===== src/rtl/uart_frame_pkg.sv =====
// Shared types, ASCII constants and helpers for the UART frame streamer.
// Checksum states are reached only when UART_FRAME_CSUM_EN is defined.
package uart_frame_pkg;

  typedef enum logic [2:0] {
    IDLE,
    FETCH,
    LOAD,
    SEND,
    CSUM_HI,
    CSUM_LO,
    DONE
  } state_t;

  localparam logic [7:0] ASCII_0  = 8'h30;
  localparam logic [7:0] ASCII_A  = 8'h41;
  localparam logic [7:0] ASCII_CR = 8'h0D;
  localparam logic [7:0] ASCII_LF = 8'h0A;

  function automatic logic [7:0] hex_ascii(
    input logic [3:0] nib
  );
    if (nib < 4'd10) begin
      return ASCII_0 + {4'd0, nib};
    end
    return ASCII_A + {4'd0, nib} - 8'd10;
  endfunction

endpackage


===== src/rtl/uart_frame_tick.sv =====
// Free-running period tick: one-cycle pulse every
// CLK_FREQ_HZ*PERIOD_MS/1000 clocks, counting from reset.
module uart_frame_tick #(
  parameter int CLK_FREQ_HZ = 27000000,
  parameter int PERIOD_MS   = 1000
) (
  input  logic clk,
  input  logic rst_n,
  output logic tick
);

  localparam longint CYC_RAW =
    (64'(CLK_FREQ_HZ) * 64'(PERIOD_MS)) / 1000;
  localparam longint CYC = (CYC_RAW < 1) ? 1 : CYC_RAW;
  localparam int CW = (CYC > 1) ? $clog2(CYC) : 1;
  localparam logic [CW-1:0] LAST = CW'(CYC - 1);

  logic [CW-1:0] cnt;

  assign tick = (cnt == LAST);

  // Period counter, wraps on the tick cycle
  always_ff @(posedge clk or negedge rst_n) begin
    if (!rst_n) begin
      cnt <= '0;
    end else if (tick) begin
      cnt <= '0;
    end else begin
      cnt <= cnt + CW'(1);
    end
  end

endmodule


===== src/rtl/uart_frame_streamer.sv =====
// Streams ROM message frames to a UART with an ASCII BCD frame counter.
// Define UART_FRAME_CSUM_EN to append a two-char hex XOR checksum.
module uart_frame_streamer
  import uart_frame_pkg::*;
#(
  parameter int CLK_FREQ_HZ = 27000000,
  parameter int PERIOD_MS   = 1000,
  parameter int MSG_LEN     = 15,
  parameter int NUM_SRC     = 2,
  parameter int CNT_POS     = 12,
  parameter int CNT_DIGITS  = 2,
  localparam int SRC_W = (NUM_SRC > 1) ? $clog2(NUM_SRC) : 1,
  localparam int IDX_W = (MSG_LEN > 1) ? $clog2(MSG_LEN) : 1
) (
  input  logic                   clk,
  input  logic                   rst_n,
  input  logic                   start,
  input  logic [SRC_W-1:0]       src_sel,
  output logic [SRC_W+IDX_W-1:0] rom_addr,
  input  logic [7:0]             rom_data,
  output logic [7:0]             tx_data,
  output logic                   tx_valid,
  input  logic                   tx_ready,
  output logic                   busy,
  output logic [15:0]            frame_cnt,
  output logic                   overrun
);

  localparam int DW = (CNT_DIGITS > 0) ? CNT_DIGITS : 1;
  localparam logic [IDX_W-1:0] LAST_IDX = IDX_W'(MSG_LEN - 1);

  if (MSG_LEN == 0 || CNT_POS + CNT_DIGITS > MSG_LEN) begin : g_bad_cfg
    $error("uart_frame_streamer: counter field outside message");
  end

  state_t            state;
  state_t            nxt;
  logic              tick;
  logic              req;
  logic              last;
  logic [SRC_W-1:0]  src_q;
  logic [IDX_W-1:0]  idx;
  logic [4*DW-1:0]   bcd;
  logic [4*DW-1:0]   bcd_inc;
  logic [7:0]        load_byte;
`ifdef UART_FRAME_CSUM_EN
  logic [7:0]        csum;
  logic [7:0]        csum_nxt;
`endif

  uart_frame_tick #(
    .CLK_FREQ_HZ (CLK_FREQ_HZ),
    .PERIOD_MS   (PERIOD_MS)
  ) u_tick (
    .clk   (clk),
    .rst_n (rst_n),
    .tick  (tick)
  );

  assign req  = tick | start;
  assign last = (idx == LAST_IDX);
  assign busy = (state != IDLE);
`ifdef UART_FRAME_CSUM_EN
  assign csum_nxt = csum ^ tx_data;
`endif

  // State register
  always_ff @(posedge clk or negedge rst_n) begin
    if (!rst_n) begin
      state <= IDLE;
    end else begin
      state <= nxt;
    end
  end

  // Next-state logic
  always_comb begin
    nxt = state;
    unique case (state)
      IDLE:  if (req) nxt = FETCH;
      FETCH: nxt = LOAD;
      LOAD:  nxt = SEND;
      SEND: begin
        if (tx_ready) begin
          if (!last) nxt = FETCH;
`ifdef UART_FRAME_CSUM_EN
          else nxt = CSUM_HI;
`else
          else nxt = DONE;
`endif
        end
      end
`ifdef UART_FRAME_CSUM_EN
      CSUM_HI: if (tx_ready) nxt = CSUM_LO;
      CSUM_LO: if (tx_ready) nxt = DONE;
`endif
      DONE:    nxt = IDLE;
      default: nxt = IDLE;
    endcase
  end

  // Byte to load: ROM data, or a counter digit inside the field
  always_comb begin
    load_byte = rom_data;
    for (int d = 0; d < CNT_DIGITS; d++) begin
      if (int'(idx) == CNT_POS + CNT_DIGITS - 1 - d) begin
        load_byte = ASCII_0 + {4'd0, bcd[4*d +: 4]};
      end
    end
  end

  // Decimal increment with wrap of the all-nines value
  always_comb begin
    logic carry;
    bcd_inc = bcd;
    carry   = 1'b1;
    for (int d = 0; d < DW; d++) begin
      if (carry) begin
        if (bcd[4*d +: 4] == 4'd9) begin
          bcd_inc[4*d +: 4] = 4'd0;
        end else begin
          bcd_inc[4*d +: 4] = bcd[4*d +: 4] + 4'd1;
          carry = 1'b0;
        end
      end
    end
  end

  // Datapath: launch capture, ROM addressing, tx handshake, counters
  always_ff @(posedge clk or negedge rst_n) begin
    if (!rst_n) begin
      src_q     <= '0;
      idx       <= '0;
      rom_addr  <= '0;
      tx_data   <= '0;
      tx_valid  <= 1'b0;
      overrun   <= 1'b0;
      frame_cnt <= '0;
      bcd       <= '0;
`ifdef UART_FRAME_CSUM_EN
      csum      <= '0;
`endif
    end else begin
      if (req && state != IDLE) begin
        overrun <= 1'b1;
      end
      unique case (state)
        IDLE: begin
          if (req) begin
            src_q    <= src_sel;
            idx      <= '0;
            rom_addr <= {src_sel, IDX_W'(0)};
`ifdef UART_FRAME_CSUM_EN
            csum     <= '0;
`endif
          end
        end
        LOAD: begin
          tx_data  <= load_byte;
          tx_valid <= 1'b1;
        end
        SEND: begin
          if (tx_ready) begin
`ifdef UART_FRAME_CSUM_EN
            csum <= csum_nxt;
`endif
            if (last) begin
`ifdef UART_FRAME_CSUM_EN
              tx_data  <= hex_ascii(csum_nxt[7:4]);
`else
              tx_valid <= 1'b0;
`endif
            end else begin
              idx      <= idx + IDX_W'(1);
              rom_addr <= {src_q, idx + IDX_W'(1)};
              tx_valid <= 1'b0;
            end
          end
        end
`ifdef UART_FRAME_CSUM_EN
        CSUM_HI: begin
          if (tx_ready) tx_data <= hex_ascii(csum[3:0]);
        end
        CSUM_LO: begin
          if (tx_ready) tx_valid <= 1'b0;
        end
`endif
        DONE: begin
          bcd       <= bcd_inc;
          frame_cnt <= frame_cnt + 16'd1;
        end
        default: ;
      endcase
    end
  end

endmodule

===== config.mk =====
export PLATFORM = sky130hd
export DESIGN_NAME = uart_frame_streamer
export DESIGN_NICKNAME = d
export VERILOG_FILES = /design/src/rtl/uart_frame_pkg.sv /design/src/rtl/uart_frame_tick.sv /design/src/rtl/uart_frame_streamer.sv
export SDC_FILE = /design/constraint.sdc
export NUM_CORES = 1
export LEC_CHECK = 0
export ABC_AREA = 0
export BUFFER_PORTS_ARGS = -buffer_cell sky130_fd_sc_hd__buf_2
export CELL_PAD_IN_SITES_DETAIL_PLACEMENT = 1
export CELL_PAD_IN_SITES_GLOBAL_PLACEMENT = 1
export CORE_MARGIN = 5
export CORE_UTILIZATION = 36
export DETAILED_ROUTE_END_ITERATION = 12
export HOLD_SLACK_MARGIN = 0.06
export PLACE_DENSITY_LB_ADDON = 0.1
export SLEW_MARGIN = 20
export SYNTH_ARGS = -nofsm -noshare
export SYNTH_HDL_FRONTEND = slang
export SYNTH_SLANG_ARGS = --single-unit

===== constraint.sdc =====
create_clock -name clk -period 6.2 [get_ports clk]
set_input_delay 0 -clock clk [delete_from_list [all_inputs] [get_ports clk]]
set_output_delay 0 -clock clk [all_outputs]
set_load 0.05 [all_outputs]

======== Word-level counts from Yosys, hierarchy flattened ========
Cells that the tools add are included.
W data, S select, Z words.
operators by class
  eq/ne operators ......................... 13
  reductions and logical operators ........ 10
  add/sub/neg operators ................... 7
  multiplexer cells ....................... 20
  bitwise logic cells ..................... 1
operator list
  cell                     number
  $add A25 B1 Y25 const B  1
  $eq A25 B25 Y1 const B   1
  $mux W25                 1
  $mux W4                  5
  $add A16 B1 Y16 const B  1
  $mux W8                  2
  $mux W5                  3
  $add A6 B4 Y7 const A    2
  $add A4 B1 Y4 const B    3
  $eq A4 B4 Y1 const B     3
  $pmux W3 S4              1
  $pmux W5 S2              1
  $mux W3                  3
  $eq A4 B3 Y1 const B     2
  $pmux W4 S2              1
  $reduce_and A2 Y1        4
  $eq A3 B2 Y1 const B     2
  $ne A2 B2 Y1 const B     3
  $reduce_and A4 Y1        1
  $reduce_bool A2 Y1       2
  $eq A3 B1 Y1 const B     1
  $eq A3 B3 Y1 const B     1
  $logic_not A3 Y1         1
  $reduce_bool A3 Y1       1
  other kinds (4)          5
storage, ports and cells
  input bits .............................. 13
  bits in registers ....................... 72
  logic and storage cells ................. 62
  output and inout bits ................... 32

======== Longest topological paths before layout ========
  depth in word-level cells ............... 4
  gate-level depth with buffers ........... 8
  gate-level depth less buffers ........... 7

======== By module ========
A second synthesis with hierarchy kept.
second synthesis, totals
  cells, all modules ...................... 317
  area total of the unflattened synthesis .. 3477.1 um^2
modules (own cells, without submodules)
  module               cells an instance  times used  area an instance (um^2)  seq. area each (um^2)
  uart_frame_streamer  192                1           2104.5                   1076.0
  uart_frame_tick      125                1           1372.6                   625.6

======== Worst setup path after synthesis ========
OpenSTA, ideal clock, no wires.
  path kind ............................... reg-to-reg
  start ................................... register, netlist name rom_addr[0]
  end ..................................... register rom_addr[4]
  setup time .............................. 0.125 ns
  clock period less this slack ............ 2.185 ns
  data required time ...................... 6.075 ns
  path buffers ............................ 0
  stages on the path, launching flop included .. 8
  slack ................................... 4.015 ns
  arrival ................................. 2.060 ns
  cell sequence ........................... dfrtp_1 -> inv_1 -> ha_1 -> nand3_1 -> a21o_2 -> or2b_2 -> a21oi_4 -> mux2_4
RTL lines
  item                  RTL line                    text
  end signal, assigned  uart_frame_streamer.sv:152  rom_addr <= {src_sel, IDX_W'(0)};
  end signal, assigned  uart_frame_streamer.sv:175  rom_addr <= {src_q, idx + IDX_W'(1)};
  end, declared         uart_frame_streamer.sv:19   output logic [SRC_W+IDX_W-1:0] rom_addr,

======== Worst setup path after layout ========
  start ................................... register u_tick.cnt[18]
  end ..................................... register u_tick.cnt[20]
between the ends
  word-level cells in the longest chain between the ends .. 2
  elaborated cells on any way between the ends .. 3
  classes of those cells .................. add/sub: 1; eq/ne: 1; mux: 1
RTL lines
  item                                               RTL line                                      text
  start, declared                                    uart_frame_tick.sv:18                         logic [CW-1:0] cnt;
  start signal, assigned                             uart_frame_tick.sv:29                         cnt <= cnt + CW'(1);
  $add A25 B1 Y25 or $eq A25 B25 Y1 (tied branches)  uart_frame_tick.sv:29, uart_frame_tick.sv:20
  $mux W25 (*)                                       uart_frame_tick.sv:26                         end else if (tick) begin
Every way passes the cells marked *; elsewhere a longest branch is shown, timed or not.
A chain may end at the register's enable or synchronous reset.

==> reports/metrics.yaml <==
timing:
  relSlewSlack: 0.428
  fin_worst_skew_ns: 0.0133
  finalSetupViolCount: 0
  layout_min_cycle_time_ns: 2.22
  worstMarginPinSlew_ns: 0.858
  rsz0062_at_grt: "no"
  setup_tns_ns: 0
  fin_crit_sh: 0.358
  drv_slew: 0
  finalHoldViolations: 0
  fmax_mhz: 451
  holdWs_ns: 0.0859
synthesis:
  synthDistinctLibCells: 46
  yosys_warnings: 0
  ys.flop_type: "dfrtp_1"
  synth-seq-cells: 68
  async_flop_share: 1.00
  synth_cells: 324
  synth_edf_count: 0
  syn-num-nets: 343
  yosysSeqAreaShare: 0.514
  syn_area_um2: 3310
  syn_avg_cell_area_um2: 10.2
global_route:
  grt_max_degree: 69
  grt_overflow: 0
  grt_use_total: 0.138
  grt_pass1_vias: 2614
  grt_pass1_wl_um: 12600
  antenna_found_initial: 0
power_and_ir_drop:
  clockPowerShare: 0.324
  seqPwrFrac: 0.400
  comb_power_share: 0.277
  p_total_mw: 1.36
  power_switching_mw: 0.487
  intPower_mw: 0.875
  cellPowerDensity_nw_per_um2: 346
  switching_share: 0.358
  p_leak_nw: 1.96
  ir_worst_vdd_uv: 202
critical_path:
  r2r-start: "u_tick.cnt[18]"
  crit_type: "reg -> reg"
  r2r_setup_slack_ns: 3.98
  cp-start-kind: "flop"
  endpoint_kind: "flop"
  slowest_stage: "or4b_4"
  cpLargestDelayFamily: "simple AND/OR/NAND/NOR gates"
  crit_start: "u_tick.cnt[18]"
  crit_end: "u_tick.cnt[20]"
  worstRegToRegCells: 5
  r2r-end: "u_tick.cnt[20]"
  cp_slowest_stage_delay_ns: 0.57
  cp_num_cells: 5
  cp.required_ns: 6.41
  crit_path_cell_trace: "or4b_4 > nor4_4 > and3_2 > nand3b_1 > o21ai_0"
  crit_buf_inv: 0
  cp.arrival_ns: 2.43
  cp_max_fo: 18
placed_design:
  gp_congestion: 0.738
  port_buffers: 44
  dp_hpwl_um: 4970
clocking:
  cts_sinks: 68
  cts-buffers-inserted: 9
  cts-root-buf: "clkbuf_8"
  cts_tree: "yes"
  clock_latency_ns: 0.34
  cts_setup_buffers: 0
  clockBufferDepth: 2
  clkTransAtPathRegs_ns: 0.08
  htree_num_levels: 3
detailed_routing:
  vias: 2451
  wire_per_inst_um: 14.4
  first_iter_violations: 83
  ant_nets: 0
  first_pass_iters: 4
  wl_um: 7120
  avgViaCountPerCell: 4.96
  drc: 0
hold_path:
  min_path_type: "in -> reg"
floorplanning:
  dieArea_um2: 11200
  initial_utilization: 0.363
  die_h_um: 106
  floorplan.rows: 35
  ioPinCount: 45
  fp.dieW_um: 106
  core_area_um2: 9110
status:
  status: "finished clean"
finish:
  n_antenna_cell: 0
  final_nets: 397
  syn2layout_area_growth_pct: 19.0
  drive_gt1_frac: 0.188
flow_run:
  drv_cap: 0
==> per-layer routing <==
layer,share of wire,vias up,GRT usage,routed length [um]
met5,0,-,0,0
li1,-,1202,-,-
met1,0.47,1208,0.178,3370
met3,0.042,5,0.0392,298
met4,0.011,0,0.0481,78
met2,0.47,36,0.221,3370
==> kinds of logic (layout without fill, tap and decap cells) <==
| family | after synthesis | count (layout) | share of synthesized area |
|---|---|---|---|
| multiplexers | 11 | 11 | 0.0356 |
| adder cells (fa/ha/maj) | 6 | 6 | 0.0227 |
| buffers and inverters | 22 | 81 | 0.0333 |
| XOR/XNOR | 40 | 40 | 0.106 |
| flip-flops | 68 | 68 | 0.514 |
| AO/OA/AOI/OAI | 31 | 31 | 0.0635 |
| AND/OR/NAND/NOR | 146 | 146 | 0.225 |
==> stage by stage <==
stage	utilization	setup slack, ns	area, um^2	cells
6_report	0.432	3.98	3940	494
5_1_grt	0.432	3.85	3940	494
4_1_cts	0.431	3.94	3930	494
3_5_place_dp	0.396	3.96	3610	470
3_3_place_gp	0.396	3.98	3610	470
2_1_floorplan	-	4.02	3310	324
==> layout by cell type (no fill, tap or decap), types with 2 or more instances in the layout <==
master,n
bufinv_16,3
dlygate4sd3_1,8
nand2b_1,2
nor3_1,6
and3_2,2
ha_1,6
and3b_1,2
o31ai_1,2
xor2_1,14
nor2_1,36
nor2b_1,3
o21ai_0,15
clkinv_4,2
xnor2_1,26
nand3b_1,3
inv_1,12
nand3_1,18
dfrtp_1,68
or3_1,2
clkbuf_8,9
and3_1,10
mux2i_1,8
nand4_1,14
a21oi_1,5
buf_2,44
nand2_1,39
==> Yosys cell counts (3+ instances only) <==
cell	instances	area (um^2)
a21oi_1	5	25.0
nor2b_1	3	18.8
mux2i_1	8	80.1
inv_1	12	45.0
xnor2_1	26	228
buf_4	3	22.5
nand3b_1	3	22.5
ha_1	6	75.1
nand4_1	14	87.6
and3_1	10	62.6
nand2_1	39	146
xor2_1	14	123
dfrtp_1	68	1700
nor3_1	6	30.0
clkbuf_1	4	15.0
nor2_1	36	135
o21ai_0	15	75.1
nand3_1	18	90.1
==> worst min path at each step <==
stage,startpoint,to,slack (ns),cells past startpoint
after floorplan,rst_n,bcd[0],-0.30,0
after global placement,src_sel,src_q,0.24,2
after detailed placement,src_sel,src_q,0.24,2
after CTS,rom_data[2],tx_data[2],0.08,5
after global routing,rom_data[1],tx_data[1],0.11,5
final,rom_data[2],tx_data[2],0.09,5
==> cell type report <==
cell class | count | area [um^2]
clock buffer | 10 | 128
clock inverter | 6 | 113
fill | 1056 | 5170
inverter | 12 | 45.0
multi-input combinational | 234 | 1500
sequential | 68 | 1700
tap | 111 | 139
timing repair buffer | 53 | 308
==> power groups by stage <==
| stage | registers [mW] | logic (mW) | clock network, mW |
|---|---|---|---|
| 5_1_grt | 0.556 | 0.411 | 0.476 |
| 4_1_cts | 0.545 | 0.384 | 0.457 |
| 3_5_place_dp | 0.554 | 0.380 | 0 |
| 6_report | 0.544 | 0.377 | 0.441 |
| 3_3_place_gp | 0.552 | 0.377 | 0 |
| 2_1_floorplan | 0.688 | 0.164 | 0 |
==> registers in the layout, indices dropped and copies added, names as in the netlist <==
register    count
state           3
tx_valid        1
src_q           1
frame_cnt      16
bcd             8
overrun         1
tx_data         8
rom_addr        5
u_tick.cnt     25
==> worst min-delay path: stages <==
cell,delay (ns)
buf_2,0.09
mux2i_1,0.06
nor2_1,0.08
a21oi_1,0.04
o21ai_0,0.13
==> what timing repair did <==
action,CTS,global route
resized for setup,0,0
hold buffers,8,0
hold endpoints to repair,79,0
(Power assumes the default switching activity.)
